==> src/rtl/bit_pattern_detector.sv <==
// Serial bit-pattern detector: matches a runtime-loadable PAT_W-bit pattern on a
// qualified bit stream, with optional overlap and a saturating match counter.
module bit_pattern_detector #(
  parameter int unsigned      PAT_W    = 4,
  parameter int unsigned      CNT_W    = 16,
  parameter int unsigned      OVERLAP  = 1,
  parameter logic [PAT_W-1:0] PAT_INIT = {PAT_W{1'b1}}
) (
  input  logic                             clk,
  input  logic                             reset,
  input  logic                             cfg_load,
  input  logic [PAT_W-1:0]                 cfg_pattern,
  input  logic                             in_valid,
  input  logic                             in_bit,
  input  logic                             clear,
  output logic                             match,
  output logic [CNT_W-1:0]                 match_count,
  output logic                             count_sat,
  output logic [$clog2(PAT_W+1)-1:0]       fill,
  output logic                             armed
);

  localparam int unsigned         FILL_W  = $clog2(PAT_W + 1);
  localparam logic [FILL_W-1:0]   FULL    = FILL_W'(PAT_W);
  localparam logic [CNT_W-1:0]    CNT_MAX = {CNT_W{1'b1}};

  typedef enum logic {
    FILL  = 1'b0,
    ARMED = 1'b1
  } state_t;

  state_t             state, state_nxt;
  logic [PAT_W-1:0]   pattern, pat_nxt;
  logic [PAT_W-1:0]   history, hist_nxt, shifted;
  logic [FILL_W-1:0]  fill_nxt, fill_inc;
  logic               hit, hit_q;
  logic [CNT_W-1:0]   cnt_nxt;
  logic               sat_nxt;

  // State, history and pattern registers; the hit is staged once so that the
  // match pulse and counter land one edge after the history shift.
  always_ff @(posedge clk) begin
    if (reset) begin
      state       <= FILL;
      pattern     <= PAT_INIT;
      history     <= '0;
      fill        <= '0;
      armed       <= 1'b0;
      hit_q       <= 1'b0;
      match       <= 1'b0;
      match_count <= '0;
      count_sat   <= 1'b0;
    end else begin
      state       <= state_nxt;
      pattern     <= pat_nxt;
      history     <= hist_nxt;
      fill        <= fill_nxt;
      armed       <= (state_nxt == ARMED);
      hit_q       <= hit;
      match       <= hit_q;
      match_count <= cnt_nxt;
      count_sat   <= sat_nxt;
    end
  end

  // Next-state: cfg_load outranks in_valid and discards the incoming bit.
  always_comb begin
    state_nxt = state;
    pat_nxt   = pattern;
    hist_nxt  = history;
    fill_nxt  = fill;
    hit       = 1'b0;
    shifted   = {history[PAT_W-2:0], in_bit};
    fill_inc  = (fill == FULL) ? fill : fill + FILL_W'(1);

    if (cfg_load) begin
      pat_nxt   = cfg_pattern;
      hist_nxt  = '0;
      fill_nxt  = '0;
      state_nxt = FILL;
    end else if (in_valid) begin
      hist_nxt = shifted;
      fill_nxt = fill_inc;
      hit      = (fill_inc == FULL) && (shifted == pattern);
      if (hit && (OVERLAP == 0)) begin
        fill_nxt  = '0;
        state_nxt = FILL;
      end else begin
        state_nxt = (fill_inc == FULL) ? ARMED : FILL;
      end
    end
  end

  // Saturating counter; clear wins over a coincident hit.
  always_comb begin
    cnt_nxt = match_count;
    sat_nxt = count_sat;
    if (clear) begin
      cnt_nxt = '0;
      sat_nxt = 1'b0;
    end else if (hit_q && (match_count != CNT_MAX)) begin
      cnt_nxt = match_count + CNT_W'(1);
      if (cnt_nxt == CNT_MAX) begin
        sat_nxt = 1'b1;
      end
    end
  end

endmodule

==> config.mk <==
export PLATFORM = sky130hd
export DESIGN_NAME = bit_pattern_detector
export DESIGN_NICKNAME = d
export VERILOG_FILES = /design/src/rtl/bit_pattern_detector.sv
export SDC_FILE = /design/constraint.sdc
export NUM_CORES = 1
export LEC_CHECK = 0
export CORE_MARGIN = 2
export CORE_UTILIZATION = 35
export DETAILED_ROUTE_END_ITERATION = 10
export SLEW_MARGIN = 40
export SYNTH_ARGS = -nofsm -noshare
export SYNTH_HDL_FRONTEND = slang
export SYNTH_SLANG_ARGS = --single-unit
==> constraint.sdc <==
create_clock -name clk -period 1.95 [get_ports clk]
set_clock_uncertainty 0.2 [all_clocks]
set_input_delay 0.39 -clock clk [delete_from_list [all_inputs] [get_ports clk]]
set_output_delay 0.39 -clock clk [all_outputs]
set_load 0.03 [all_outputs]
==> results of run 1 <==
state kept, by name, summed over array words and instances, names as in the netlist:
name,flops
history,3
hit_q,1
fill,3
count_sat,1
state,1
match_count,16
match,1
pattern,4
per-layer routing:
layer | up-vias | global-route usage, % | routed length (µm)
li1 | 746 | - | -
met2 | 38 | 24.8 | 1750
met3 | 7 | 4.58 | 186
met4 | 0 | 5.35 | 58
met1 | 670 | 19.7 | 1780
met5 | - | 0 | 0
worst max-delay path by stage:
stage	start	to	cells past startpoint
after floorplan	fill[1]	hit_q	7
after global placement	match_count[0]	match_count[9]	5
after detailed placement	match_count[0]	match_count[9]	5
after CTS	fill[1]	fill[1]	1
after global routing	fill[0]	hit_q	7
final	match_count[3]	match_count[3]	1
logic make-up after synthesis:
family	count (synthesis)	synth area share, %
AOI/OAI and AO/OA	26	12.8
DFF	30	36.6
and+or+nand+nor	82	28.0
adders and majority gates	4	3.05
muxes	5	3.13
buffers and inverters	15	5.79
xor gates and xnor gates	20	10.7
layout make-up:
cell class / count / area, µm²
clock buffers: 5 / 68.8
clock inverters: 2 / 10.0
fillers: 437 / 2210
inverters: 3 / 11.3
multi-input cells: 137 / 980
flip-flops and latches: 30 / 602
well taps: 52 / 65.1
repair buffers: 56 / 499
synthesized netlist by cell type, drive strengths merged:
cell and count:
nand3b 1, dfxtp 30, xnor2 9, o21bai 1, nor3 6, or4 1, nor2 21, and2 3
nand2 14, nand4 4, or2 2, o311ai 1, o211ai 4, or3 1, a211o 4, o21ai 2
buf 5, nor4 4, ha 4, o21a 5, xor2 11, o21ba 1, nor2b 6, a21oi 3
inv 3, clkbuf 7, and4b 1, and3 2, nor3b 2, o41ai 1, nand4b 1, a211oi 1
nand3 8, and4 5, mux2i 4, o2111ai 3, mux2 1
report_power, final:
part / internal (mW) / switching [mW] / total (mW)
Sequential: 0.621 / 0.00610 / 0.627
Clock: 0.239 / 0.227 / 0.465
Combinational: 0.0466 / 0.0368 / 0.0834
metrics by stage:
step,setup TNS (ps),worst slack [ps],utilization [%],instances
after floorplan,0,6.69,-,182
after global placement,0,28.5,47.7,278
after detailed placement,-6.31,-5.30,47.7,278
after CTS,0,6.90,49.3,285
after global routing,-35.6,-35.6,50.3,285
final,0,51.5,50.3,285
what timing repair did:
action | CTS | global route
endpoints found under the hold margin | 0 | 0
setup endpoints to repair | 11 | 12
pin swaps | 0 | 1
resized for setup | 10 | 12
==> flow_summary_export.csv, run 1 <==
group,metric,value,unit
timing,whs,296,ps
timing,post-route-min-period,1900,ps
setup_path,arrival,1310,ps
grt,grt_pass1_vias,1347,
setup_path,rrSetupSlack,120,ps
cells_and_area,antenna-diode-count,0,
grt,antenna_found_initial,0,
timing,slew_headroom,77.3,%
setup_path,startpoint_type,"register",
place,dp_hpwl,2780,µm
setup_path,cp-end-kind,"output pin",
clock_tree,cts_tree,"built",
drt,postRouteAntennaNets,0,
floorplan,die_h,72.5,µm
drt,wl_per_cell,13.3,µm
clock_tree,htreeDepth,2,
min_path,min_path_type,"reg2reg",
min_path,min_from,"count_sat",
clock_tree,clk_path_buf_depth,2,
clock_tree,clock-sinks,30,
flow_run,maxCapViolCount,0,
min_path,whs_path_depth,2,
synth,synth_nets,196,
setup_path,reg2reg_from,"match_count[5]",
clock_tree,cts_root_buf,"clkbuf_8",
drt,drt_pass1_iterations,6,
setup_path,required,1360,ps
grt,grt_pass1_wl,6270,µm
power_and_ir_drop,ir_drop,0.360,mV
setup_path,reg2reg_depth,4,
synth,ys_top_cells_by_area,"dfxtp_1 37%, xor2_1 5.9%, nor2_1 4.8%",
synth,syn_avg_cell_area,9.02,µm²
cells_and_area,final_area,0.00224,mm²
clock_tree,post_cts_buffers,0,
setup_path,slowest_stage,"clkdlybuf4s50_1",
drt,first_iter_violations,93,
drt,routed_via_density,5.13,
clock_tree,insertion_delay,280,ps
timing,setup_violations,0,
setup_path,crit_family,"buffers and inverters",
power_and_ir_drop,power.density,526,mW/mm²
floorplan,die_w,72.5,µm
floorplan,dieArea,0.00525,mm²
setup_path,crit_type,"reg2out",
timing,worst_pin_slew,337,ps
synth,synth_top_area_share,36.6,%
min_path,min_to,"count_sat",
floorplan,ios,32,
cells_and_area,drive_above_1_share,21.0,%
drt,vias,1461,
grt,grt_usage,15.4,%
clock_tree,ctsHoldBuffers,0,
status,outcome,"finished clean",
place,gp_congestion,0.826,
cells_and_area,final_common_cell,"dfxtp_1",
clock_tree,tritoncts.num_buffers,5,
timing,finalMaxSlewViolations,0,
setup_path,worstPathCellList,"clkdlybuf4s50_1",
timing,period_share,97.4,%
timing,fmax,527,MHz
setup_path,rr_endpoint,"match_count[11]",
drt,drt_drc_violations_left,0,
setup_path,crit_buf_inv,1,
power_and_ir_drop,finalPower,1.18,mW
timing,hold_violations,0,
cells_and_area,mostFrequentLayoutCells,"29 x dfxtp_1, 25 x buf_4, 21 x nor2_1",
cells_and_area,syn_to_final_growth,36.2,%
setup_path,max_stage_delay,680,ps
drt,drt_wl_total,3780,µm
setup_path,path_max_fanout,3,
synth,yosys.area.top_type,"dfxtp_1",
synth,synth_cells,182,
synth,yosysSeqAreaShare,36.6,%
power_and_ir_drop,power.leakage,0.931,nW
synth,ys_warn_count,0,
synth,ys_seq_elements,30,
floorplan,coreArea,0.00444,mm²
synth,netlist_area,0.00164,mm²
floorplan,initial_core_util,36.9,%
floorplan,rows,24,
grt,grt_max_degree,14,
place,place_area,0.00212,mm²
grt,overflow,0,
place,numPortBuffers,31,
cells_and_area,fin_nets,247,
clock_tree,clk_pin_slew,60,ps
synth,synth.distinct_cells,48,
Power figures use the tool's default switching activity.
==> run 2, diff against run 1 <==
Settings changed: CORE_MARGIN 2 to unset, GPL_TIMING_DRIVEN set to 0.
==> run 2 against run 1 <==
  * The run now ends with DRC left
  * Non-clock buffer count fell by 15
  * Final cell count fell by 4.9%
  * Sequential power barely moved
  * Sequential share of layout area rose by 1.2 points
  * Fmax fell by 0.63%
  * Global-route usage fell by 0.67 points
  * Worst hold slack got worse by 21 ps
  * Critical endpoint is now count_sat
==> flow_summary_export.csv, run 2 (same netlist as run 1, synthesis figures left out) <==
group,metric,value,unit
drt,drt_drc_violations_left,4,
floorplan,ios,32,
place,numPortBuffers,28,
place,place_area,0.00199,mm²
place,dp_hpwl,2490,µm
timing,finalMaxSlewViolations,0,
cells_and_area,antenna-diode-count,0,
setup_path,startpoint_type,"register",
cells_and_area,layout.cells.non_filler,271,
clock_tree,clk_pin_slew,70,ps
setup_path,slowest_stage,"clkdlybuf4s50_1",
timing,slew_headroom,69.3,%
cells_and_area,reg.largest.list,"match_count x16, pattern x4",
setup_path,rrSetupSlack,60,ps
drt,vias,1358,
setup_path,crit_end,"count_sat",
setup_path,reg2reg_depth,6,
grt,grt_max_degree,11,
cells_and_area,mostFrequentLayoutCells,"27 x dfxtp_1, 20 x nor2_1, 14 x nand2_1, 14 x dlygate4sd2_1",
power_and_ir_drop,p_int,1.20,mW
min_path,min_path_type,"reg2reg",
grt,grt_pass1_vias,1208,
clock_tree,htreeDepth,2,
clock_tree,insertion_delay,280,ps
floorplan,die_h,70.5,µm
power_and_ir_drop,finalPower,1.48,mW
timing,fmax,523,MHz
setup_path,required,1360,ps
status,outcome,"complete, but fails checks",
clock_tree,clock-sinks,30,
grt,grt_pass1_wl,5800,µm
place,gp_congestion,0.778,
place,dp_cells,262,
cells_and_area,largest_register_ffs,16,
timing,hold_violations,0,
power_and_ir_drop,combPwrFrac,4.9,%
clock_tree,clk_path_buf_depth,2,
setup_path,path_depth,1,
setup_path,crit_type,"reg2out",
clock_tree,cts_root_buf,"clkbuf_8",
drt,first_iter_violations,74,
cells_and_area,drive_above_1_share,15.5,%
drt,wl_per_cell,12.5,µm
clock_tree,cts_tree,"built",
power_and_ir_drop,p_clk_share,52.9,%
timing,fin_ws,39.5,ps
power_and_ir_drop,p_sw,280,µW
power_and_ir_drop,power.leakage,0.855,nW
grt,grt_usage,14.7,%
clock_tree,ctsHoldBuffers,0,
power_and_ir_drop,seqPwrFrac,42.3,%
grt,antenna_found_initial,0,
cells_and_area,final_common_cell,"dfxtp_1",
status,violations,"DRC",
setup_path,rr_endpoint,"match_count[9]",
setup_path,crit_buf_inv,1,
flow_run,maxCapViolCount,0,
setup_path,reg2reg_from,"match_count[3]",
setup_path,max_stage_delay,680,ps
cells_and_area,largest-register,"match_count",
power_and_ir_drop,ir_drop,0.427,mV
setup_path,startpoint,"count_sat",
floorplan,rows,24,
setup_path,arrival,1320,ps
timing,finalSetupTns,0,ps
drt,drt_pass1_iterations,7,
timing,worst_pin_slew,461,ps
timing,post-route-min-period,1910,ps
cells_and_area,syn_to_final_growth,31.4,%
floorplan,coreArea,0.00444,mm²
power_and_ir_drop,power.density,687,mW/mm²
timing,setup_violations,0,
timing,period_share,98.0,%
cells_and_area,final_area,0.00216,mm²
drt,postRouteAntennaNets,0,
setup_path,worstPathCellList,"clkdlybuf4s50_1",
drt,routed_via_density,5.01,
timing,rsz0062_at_grt,"false",
power_and_ir_drop,p_sw_share,18.9,%
place,dp_slack,-149,ps
cells_and_area,postLayoutCoreUtil,48.5,%
floorplan,initial_core_util,36.9,%
clock_tree,tritoncts.num_buffers,5,
setup_path,cp-end-kind,"output pin",
grt,overflow,0,
setup_path,crit_family,"buffers and inverters",
cells_and_area,fin_nets,232,
floorplan,die_w,70.5,µm
timing,whs,275,ps
floorplan,dieArea,0.00497,mm²
setup_path,path_max_fanout,2,
drt,drt_wl_total,3390,µm
run 2: worst min path at each step:
stage,from,end,cells past startpoint
after floorplan,history[2],history[2],2
after detailed placement,count_sat,count_sat,2
final,count_sat,count_sat,2
after CTS,reset,match,2
after global placement,count_sat,count_sat,2
after global routing,count_sat,count_sat,2
run 2: cell type report:
class	count	area, µm²
inverter	3	11.3
buffer	12	83.8
clock inverter	2	60.1
clock buffer	6	82.6
fill	448	2290
sequential	30	607
timing repair buffer	29	278
tap	52	65.1
multi-input combinational	137	970
run 2: power groups by stage:
stage / logic, mW / registers (mW) / clock network, mW
floorplan: 0.0433 / 0.643 / 0
global placement: 0.0711 / 0.641 / 0
detailed placement: 0.0711 / 0.642 / 0
CTS: 0.0713 / 0.628 / 0.800
global route: 0.0812 / 0.626 / 0.833
finish: 0.0719 / 0.626 / 0.783
run 2: what timing repair did:
action / CTS / global route
setup endpoints to repair: 14 / 13
buffers inserted: 0 / 1
pin swaps: 0 / 2
resized for setup: 14 / 14
run 2: metal layers:
metal / share of wire, % / GRT usage (%) / vias to the layer above
met3: 4.6 / 4.18 / 6
met4: 0.80 / 4.76 / 0
li1: - / - / 717
met5: 0 / 0 / -
met2: 45 / 22.9 / 29
met1: 50 / 19.6 / 606
==> run 3, diff against run 2 <==
Settings changed: CELL_PAD_IN_SITES_DETAIL_PLACEMENT set to 0, CELL_PAD_IN_SITES_GLOBAL_PLACEMENT set to 1, CORE_ASPECT_RATIO set to 0.6, PLACE_DENSITY_LB_ADDON set to 0.1.
==> run 3 against run 2 <==
  * The flow now finishes without violations
  * Worst setup slack improved by 24 ps
  * Clock-buffer cell count stayed put
  * Critical path type unchanged
  * Global-route usage rose by 2.5 points
  * Wire length grew 18%
  * Combinational power grew 4.2%
  * Utilization is 0.80 points higher
  * Sequential share of layout area increased by 0.76 points
  * Total power fell by 20%
==> flow_summary_export.csv, run 3 (same netlist as run 1, synthesis figures left out) <==
group,metric,value,unit
clock_tree,htreeDepth,2,
setup_path,arrival,1300,ps
clock_tree,clk_path_buf_depth,2,
min_path,min_path_type,"reg2reg",
grt,antenna_found_initial,0,
cells_and_area,final_area,0.00212,mm²
setup_path,reg2reg_from,"match_count[5]",
setup_path,cp-end-kind,"output pin",
drt,wl_per_cell,14.4,µm
setup_path,rrSetupSlack,90,ps
clock_tree,cts_root_buf,"clkbuf_8",
setup_path,max_stage_delay,680,ps
min_path,whs_path_depth,2,
place,dp_cells,270,
floorplan,rows,18,
timing,fmax,530,MHz
place,dp_hpwl,2980,µm
timing,worst_pin_slew,478,ps
cells_and_area,mostFrequentLayoutCells,"22 x dfxtp_1, 21 x nor2_1, 14 x nand2_1, 14 x dlygate4sd2_1, 12 x clkdlybuf4s50_1",
cells_and_area,drive_above_1_share,17.5,%
grt,grt_pass1_vias,1291,
drt,first_iter_violations,54,
clock_tree,clk_pin_slew,60,ps
grt,grt_max_degree,11,
cells_and_area,syn_to_final_growth,29.3,%
setup_path,crit_type,"reg2out",
cells_and_area,fin_nets,232,
setup_path,required,1360,ps
place,gp_congestion,0.733,
min_path,min_from,"count_sat",
grt,overflow,0,
setup_path,worstPathCellList,"clkdlybuf4s50_1",
floorplan,die_h,55.1,µm
grt,grt_usage,17.3,%
drt,drt_wl_total,3990,µm
place,place_area,0.00200,mm²
power_and_ir_drop,finalPower,1.19,mW
setup_path,rr_endpoint,"count_sat",
timing,finalSetupTns,0,ps
timing,setup_violations,0,
timing,period_share,96.8,%
place,dp_slack,-203,ps
timing,finalMaxSlewViolations,0,
cells_and_area,largest_register_ffs,16,
floorplan,dieArea,0.00498,mm²
min_path,min_to,"count_sat",
drt,drt_drc_violations_left,0,
clock_tree,cts_tree,"built",
floorplan,coreArea,0.00430,mm²
clock_tree,clock-sinks,30,
drt,vias,1442,
power_and_ir_drop,power.leakage,0.816,nW
clock_tree,tritoncts.num_buffers,5,
flow_run,maxCapViolCount,0,
place,numPortBuffers,28,
grt,grt_pass1_wl,6330,µm
power_and_ir_drop,ir_drop,0.284,mV
setup_path,crit_buf_inv,1,
setup_path,startpoint_type,"register",
timing,post-route-min-period,1890,ps
cells_and_area,reg.largest.list,"match_count x16, pattern x4",
timing,hold_violations,0,
clock_tree,insertion_delay,280,ps
drt,drt_pass1_iterations,4,
setup_path,path_max_fanout,2,
cells_and_area,postLayoutCoreUtil,49.3,%
setup_path,slowest_stage,"clkdlybuf4s50_1",
cells_and_area,final_common_cell,"dfxtp_1",
drt,postRouteAntennaNets,0,
timing,slew_headroom,68.1,%
floorplan,die_w,90.4,µm
cells_and_area,antenna-diode-count,0,
setup_path,reg2reg_depth,6,
cells_and_area,layout.cells.non_filler,277,
timing,rsz0062_at_grt,"false",
timing,whs,263,ps
cells_and_area,largest-register,"match_count",
floorplan,ios,32,
setup_path,crit_family,"buffers and inverters",
power_and_ir_drop,power.density,561,mW/mm²
status,outcome,"finished clean",
floorplan,initial_core_util,38.2,%
drt,routed_via_density,5.21,
timing,fin_ws,63.3,ps
-- run 3: changes by cell type in the layout (fill, tap and decap cells not counted), sizes merged --
cell | previous run | this run
bufinv | 2 | 0
clkdlybuf4s50 | 11 | 12
dlymetal6s2s | 3 | 2
-- run 3: layout make-up --
type                    count  area [µm²]
fillers                   413        2180
well taps                  60        75.1
repair buffers             29         275
inverters                   3        11.3
multi-input cells         137         981
flip-flops and latches     30         613
clock buffers               6        82.6
plain buffers              12        83.8
-- run 3: per-layer routing --
layer	track usage (%)	wire, µm	vias to the layer above
met3	4.78	203	7
li1	-	-	712
met2	24.7	1570	41
met5	0	0	-
met4	9.14	55	0
met1	23.8	2160	682
-- run 3: worst max-delay path by stage --
stage / cells past startpoint / end / start / slack, ps
floorplan: 7 / hit_q / fill[1] / 7
detailed placement: 6 / count_sat / clear / -200
finish: 1 / match_count[6] / match_count[6] / 60
global route: 7 / count_sat / match_count[1] / 4
CTS: 5 / match_count[9] / match_count[9] / 2
global placement: 6 / count_sat / clear / -180
-- run 3: what timing repair did --
item                                    CTS  global route
endpoints found under the setup margin   18            15
gates cloned                              0             0
buffers inserted                          0             1
gates resized for setup                  18            15
hold buffers                              0             0
pin swaps                                 1             2
-- run 3: power by group --
| group | switching [mW] | total, mW | internal [mW] |
|---|---|---|---|
| combinational | 0.0376 | 0.0749 | 0.0373 |
| clock | 0.218 | 0.490 | 0.272 |
| sequential | 0.00595 | 0.627 | 0.621 |
| total | 0.262 | 1.19 | 0.929 |
